**src/rtl/alu_pkg.sv**
```systemverilog
// Shared types for the bit-serial arithmetic path: sequencer states and the default operand width.
package alu_pkg;

    localparam int DEFAULT_WIDTH = 8;

    typedef enum logic [1:0] {
        S_IDLE = 2'd0,
        S_RUN  = 2'd1,
        S_DONE = 2'd2
    } state_t;

endpackage

```
**src/rtl/fa_slice.sv**
```systemverilog
// One-bit full adder: the single arithmetic slice reused on every serial step.
module fa_slice (
    input  logic a,
    input  logic b,
    input  logic c_in,
    output logic sum,
    output logic c_out
);

    logic w_s0;
    logic w_c0;
    logic w_c1;

    half_adder u_ha0 (
        .a     (a),
        .b     (b),
        .sum   (w_s0),
        .c_out (w_c0)
    );

    half_adder u_ha1 (
        .a     (w_s0),
        .b     (c_in),
        .sum   (sum),
        .c_out (w_c1)
    );

    assign c_out = w_c0 | w_c1;

endmodule

```
**src/rtl/half_adder.sv**
```systemverilog
// One-bit half adder; two of these plus an OR make the full-adder slice.
module half_adder (
    input  logic a,
    input  logic b,
    output logic sum,
    output logic c_out
);

    assign sum   = a ^ b;
    assign c_out = a & b;

endmodule

```
**src/rtl/serial_adder_ctrl.sv**
```systemverilog
// Bit-serial add/subtract sequencer: one full-adder slice, LSB first, one bit per clock,
// with valid/ready handshakes on both sides and a single operation in flight.
module serial_adder_ctrl
    import alu_pkg::*;
#(
    parameter int WIDTH = DEFAULT_WIDTH
) (
    input  logic             clk,
    input  logic             rst,
    input  logic             in_valid,
    output logic             in_ready,
    input  logic [WIDTH-1:0] a,
    input  logic [WIDTH-1:0] b,
    input  logic             sub,
    output logic             out_valid,
    input  logic             out_ready,
    output logic [WIDTH-1:0] result,
    output logic             c_out,
    output logic             ovf,
    output logic             busy
);

    localparam int CNT_W = $clog2(WIDTH);

    state_t             r_state;
    state_t             w_state_next;
    logic [WIDTH-1:0]   r_a_sh;
    logic [WIDTH-1:0]   r_b_sh;
    logic [WIDTH-1:0]   r_res_sh;
    logic [WIDTH-1:0]   r_result;
    logic [CNT_W-1:0]   r_cnt;
    logic               r_carry;
    logic               r_c_out;
    logic               r_msb_cin;
    logic               w_sum;
    logic               w_cout;
    logic               w_last;
    logic [WIDTH-1:0]   w_res_next;

    fa_slice u_slice (
        .a     (r_a_sh[0]),
        .b     (r_b_sh[0]),
        .c_in  (r_carry),
        .sum   (w_sum),
        .c_out (w_cout)
    );

    assign w_last     = (r_cnt == CNT_W'(WIDTH - 1));
    assign w_res_next = {w_sum, r_res_sh[WIDTH-1:1]};

    always_comb begin
        w_state_next = r_state;
        case (r_state)
            S_IDLE:  if (in_valid)  w_state_next = S_RUN;
            S_RUN:   if (w_last)    w_state_next = S_DONE;
            S_DONE:  if (out_ready) w_state_next = S_IDLE;
            default:                w_state_next = S_IDLE;
        endcase
    end

    always_ff @(posedge clk) begin
        if (rst) begin
            r_state   <= S_IDLE;
            r_a_sh    <= '0;
            r_b_sh    <= '0;
            r_res_sh  <= '0;
            r_result  <= '0;
            r_cnt     <= '0;
            r_carry   <= 1'b0;
            r_c_out   <= 1'b0;
            r_msb_cin <= 1'b0;
        end else begin
            r_state <= w_state_next;
            case (r_state)
                S_IDLE: begin
                    // Subtraction folds into addition: A + ~B with carry-in 1.
                    if (in_valid) begin
                        r_a_sh  <= a;
                        r_b_sh  <= sub ? ~b : b;
                        r_carry <= sub;
                        r_cnt   <= '0;
                    end
                end
                S_RUN: begin
                    r_a_sh   <= r_a_sh >> 1;
                    r_b_sh   <= r_b_sh >> 1;
                    r_res_sh <= w_res_next;
                    r_carry  <= w_cout;
                    r_cnt    <= r_cnt + CNT_W'(1);
                    if (w_last) begin
                        r_result  <= w_res_next;
                        r_c_out   <= w_cout;
                        r_msb_cin <= r_carry;
                    end
                end
                default: ;
            endcase
        end
    end

    assign in_ready  = (r_state == S_IDLE);
    assign out_valid = (r_state == S_DONE);
    assign busy      = (r_state != S_IDLE);
    assign result    = r_result;
    assign c_out     = r_c_out;
    assign ovf       = r_msb_cin ^ r_c_out;

endmodule
```
**config.mk**
```make
export PLATFORM = sky130hd
export DESIGN_NAME = serial_adder_ctrl
export DESIGN_NICKNAME = d
export VERILOG_FILES = /design/src/rtl/alu_pkg.sv /design/src/rtl/fa_slice.sv /design/src/rtl/half_adder.sv /design/src/rtl/serial_adder_ctrl.sv
export SDC_FILE = /design/constraint.sdc
export NUM_CORES = 1
export LEC_CHECK = 0
export ABC_AREA = 1
export CAP_MARGIN = 20
export CORE_MARGIN = 1.5
export CORE_UTILIZATION = 51
export CTS_BUF_LIST = sky130_fd_sc_hd__clkbuf_16
export CTS_CLUSTER_DIAMETER = 40
export DETAILED_ROUTE_END_ITERATION = 16
export PLACE_DENSITY = 0.83
export SYNTH_ARGS = -nofsm -noshare
export SYNTH_HDL_FRONTEND = slang
export SYNTH_SLANG_ARGS = --single-unit
```
**constraint.sdc**
```tcl
create_clock -name clk -period 1.58 [get_ports clk]
set_clock_uncertainty 0.1 [all_clocks]
set_input_delay 0.395 -clock clk [delete_from_list [all_inputs] [get_ports clk]]
set_output_delay 0.395 -clock clk [all_outputs]
set_load 0.005 [all_outputs]
```
### Yosys cells after proc, flatten, opt, wreduce, memory -nomap -nowiden

Cells that the tools add are included.
Widths: inputs -> output; s select.

* input port bits: 21
* word-level logic and storage cells: 42
* flip-flop bits (word level): 40

* bitwise gates (word level): 7
* add/sub/neg operators: 1
* reductions and logical operators: 6
* equality and inequality tests: 6
* muxes and demuxes: 13

Operator list (count)
* $pmux 8 s2: 2
* $mux 8: 3
* $not 8->8: 1
* $mux 2: 3
* $pmux 2 s3: 1
* $pmux 3 s2: 1
* $ne 2x2->1 const B: 2
* $reduce_and 2->1: 2
* $reduce_bool 2->1: 2
* $add 3x1->3 const B: 1
* $eq 3x3->1 const B: 1
* $mux 3: 1
* $reduce_and 3->1: 1
* $xor 1x1->1: 3
* $and 1x1->1: 2
* $eq 2x1->1 const B: 1
* $eq 2x2->1 const B: 1
* $logic_not 2->1: 1
* $ne 2x1->1 const B: 1
* $pmux 1 s2: 1
* $mux 1: 1
* $or 1x1->1: 1

### Longest topological paths before layout

* depth in word-level cells: 4
* depth in mapped cells: 8
* gate-level depth less buffers: 7

### Hierarchy

From an unflattened synthesis, not the netlist that was laid out.

* cells, all modules: 269
* area total of the unflattened synthesis: 1831.8 um^2

By module, submodules not included
* serial_adder_ctrl: area each 1795.5 um^2, seq. area each 780.7 um^2, instances 1, cells an instance 264
* half_adder: area each 12.5 um^2, seq. area each 0.0 um^2, instances 2, cells an instance 1
* fa_slice: area each 11.3 um^2, seq. area each 0.0 um^2, instances 1, cells an instance 3

### Worst setup path before layout

OpenSTA, ideal clock, no wires.

* path type: flip-flop to flip-flop
* from: register r_cnt[0]
* to: register r_c_out, in the netlist c_out
* clock period less this slack: 1217 ps
* arrival time: 1046 ps
* setup time: 70 ps
* setup slack: 363 ps
* data required time: 1410 ps
* cell stages (with the launch flop): 7
* path through: dfxtp_1 -> ha_1 -> ha_1 -> nand2_1 -> buf_4 -> nand2_1 -> a21oi_1

* word-level cells in the longest chain between the ends: 2

RTL lines
* start, declared: line serial_adder_ctrl.sv:31 `logic [CNT_W-1:0] r_cnt;`
* start signal, assigned: line serial_adder_ctrl.sv:89 `r_cnt <= r_cnt + CNT_W'(1);`
* $eq 3x3->1: line serial_adder_ctrl.sv:48 `assign w_last = (r_cnt == CNT_W'(WIDTH - 1));`
* $reduce_and 2->1 (no line)
* end signal, assigned: line serial_adder_ctrl.sv:92 `r_c_out <= w_cout;`
* end, declared: line serial_adder_ctrl.sv:33 `logic r_c_out;`

No other way between the ends.
A chain may end at the register's enable or synchronous reset.

### Final worst setup path

* from: register r_state[1]
* to: output out_valid

* word-level cells in the longest chain between the ends: 1

RTL lines
* start, declared: line serial_adder_ctrl.sv:25 `state_t r_state;`
* start signal, assigned: line serial_adder_ctrl.sv:73 `r_state <= w_state_next;`
* $eq 2x2->1: line serial_adder_ctrl.sv:102 `assign out_valid = (r_state == S_DONE);`
* end, declared: line serial_adder_ctrl.sv:15 `output logic out_valid,`

No other way between the ends.

==> flow_summary.json <==
{
  "synth_top_family_by_area": "simple AND/OR/NAND/NOR gates",
  "cts_buffers": 5,
  "synth_fa_ha_area_frac": 0.0246,
  "tns_ps": 0,
  "powerDensity_nw_per_um2": 989,
  "synth_compound_area_frac": 0.0718,
  "hold_path.class": "reg -> reg",
  "hold_buffers": 0,
  "maxCapViolCount": 0,
  "rows": 21,
  "max-slew-margin-rel": 0.709,
  "fin_cells": 352,
  "synth_cell_types": 20,
  "tightest_slew_ps": 435,
  "h-tree-depth": 2,
  "dpl.hpwl_mm": 2.52,
  "switching_share": 0.253,
  "place_ws_ps": -171,
  "core_sq_um": 3390,
  "critPathLaunch": "r_state[1]",
  "synthMuxAreaShare": 0,
  "synth_seq_cells": 39,
  "criticalPathCategory": "reg -> out",
  "vdd_ir_drop_max_mv": 0.683,
  "layout-drive-gt1-share": 0.108,
  "synthMostInstantiatedCell": "nand2_1",
  "yosys_warnings": 0,
  "p_leak_nw": 1.14,
  "synthXorXnorAreaFrac": 0.00957,
  "drt_iter0_drc": 142,
  "ys.flop_type": "dfxtp_1",
  "clk_pin_slew_worst_paths_ps": 60,
  "grt_max_degree": 29,
  "endpoint_kind": "output port",
  "cts_root_buf": "clkbuf_16",
  "clkSinkCount": 39,
  "fmax_ghz": 0.657,
  "final_nets": 329,
  "synth-edff-count": 0,
  "fin_crit_sh": 0.963,
  "design.die.area_sq_um": 3960,
  "die_height_um": 62.9,
  "pwr-share-clk": 0.414,
  "cts_tree": "built",
  "synth-simple-area-share": 0.357,
  "grt_overflow_total": 0,
  "crit_end": "out_valid",
  "reg2reg_depth": 8,
  "ff2ff_setup_slack_ps": 120,
  "syn_area_per_cell_sq_um": 6.88,
  "ys_top_cells_by_count": "73 x nand2_1, 44 x nor2_1, 39 x dfxtp_1",
  "intPower_w": 0.00175,
  "die_w_um": 62.9,
  "setup_ws_ps": 58.5,
  "grt_antenna_before_repair": 0,
  "cp_max_fo": 2,
  "arrival_ps": 1030,
  "synth_top_area_share": 0.427,
  "hold_violations": 0,
  "synthArstFlopShare": 0,
  "area_growth_pct": 29.7,
  "cp-start-kind": "flop",
  "io_buffers": 33,
  "worst_skew_pair.late_latency_ps": 280,
  "min_period_ps": 1520,
  "boundaryPins": 34,
  "maxSlewViolCount": 0,
  "p_seq_frac": 0.455,
  "cts_setup_buffers": 0,
  "timing.rr.end": "result[0]",
  "n_antenna_cell": 0,
  "required_ps": 1080,
  "yosysSeqAreaShare": 0.427,
  "post-route-drc-count": 0,
  "place_congestion": 0.763,
  "dpl-instance-area_sq_um": 2220,
  "yosysTopAreaCell": "dfxtp_1",
  "viasPerCell": 4.91,
  "crit-reg2reg-launch": "r_state[1]",
  "syn_inst": 266,
  "power.switching_w": 0.000594,
  "clk_path_buf_depth": 2,
  "dp_cells": 344,
  "grt_first_pass_wirelength_mm": 6.84,
  "vias": 1727,
  "first_pass_iters": 4,
  "ant_nets": 0,
  "outcome": "finished clean",
  "finalInstanceArea_sq_um": 2370,
  "setup_viol": 0,
  "synth_fp_nets": 290,
  "syn_area_sq_um": 1830,
  "grtUsageTotal": 0.219,
  "rsz0062_at_grt": "no",
  "combPwrFrac": 0.131,
  "wire_per_inst_um": 11.0,
  "drt-total-wl_mm": 3.86,
  "first_global_vias": 1624,
  "yosys-top-cells-area": "dfxtp_1 43%, nand2_1 15%, nand3_1 10%, nor2_1 9.0%, inv_1 4.7%",
  "initial_core_util": 0.540
}
## logic make-up after synthesis
logic type,after synthesis
xor gates and xnor gates,2
DFF,39
and+or+nand+nor,157
buffers and inverters,40
adders and majority gates,3
AOI/OAI and AO/OA,25
## sequential cells by signal, summed over array words and instances, names as in the netlist
signal     count
r_msb_cin      1
r_res_sh       7
r_cnt          3
r_a_sh         8
r_b_sh         8
r_state        2
r_carry        1
c_out          1
result         8
## through the flow
step | util | hold WS [ps] | total power, W
after floorplan | - | 328 | 0.00129
after global placement | 0.655 | 348 | 0.00138
final | 0.700 | 354 | 0.00235
after global routing | 0.700 | 369 | 0.00246
after CTS | 0.698 | 357 | 0.00236
after detailed placement | 0.655 | 351 | 0.00139
## critical path, stage by stage (launching register included)
cell	delay, ps
dfxtp_4	360
inv_2	40
nor2_2	100
dlygate4sd2_1	240
## how the worst min path moves through the flow
stage	from	to	cells after the start
floorplan	r_cnt[0]	r_cnt[0]	1
global placement	result[4]	result[4]	2
detailed placement	result[4]	result[4]	2
CTS	result[4]	result[4]	2
global route	result[5]	result[5]	2
finish	result[4]	result[4]	2
## timing repair
action | CTS | global route
cloned | 0 | 0
pin swaps | 0 | 1
resized for setup | 20 | 3
endpoints found under the setup margin | 13 | 2
## layout by cell type, fill, tap and decap left out, drive strengths merged
cell	count
nand2	75
nor2	45
dfxtp	39
nand3	37
inv	25
clkdlybuf4s50	20
a21oi	16
buf	14
dlygate4sd2	12
o21ai	8
clkbuf	5
xor2	2
ha	2
clkinvlp	2
o21a	1
fa	1
clkinv	1
clkdlybuf4s15	1
## power groups by stage
stage / sequential, W / clock (W) / combinational, W
3_5_place_dp: 0.00109 / 0 / 0.000304
4_1_cts: 0.00107 / 0.000985 / 0.000306
2_1_floorplan: 0.00108 / 0 / 0.000208
3_3_place_gp: 0.00108 / 0 / 0.000299
6_report: 0.00107 / 0.000972 / 0.000308
5_1_grt: 0.00107 / 0.00103 / 0.000354
## metal layers
layer  global-route usage  wire length, um  share of wire  vias to the layer above
li1                     -                -              -                      910
met3               0.0505              213          0.055                        7
met1                0.257             1720           0.45                      758
met2                0.375             1840           0.48                       52
met4                0.106               78          0.020                        0
met5                    0                0              0                        -
## layout make-up
class / instances / area, sq um
flip-flops and latches: 39 / 790
multi-input cells: 187 / 862
inverters: 25 / 98.8
well taps: 46 / 57.6
fillers: 282 / 1020
clock inverters: 3 / 20.0
clock buffers: 5 / 125
repair buffers: 47 / 420
No activity file was read; power rests on OpenSTA's default activity.
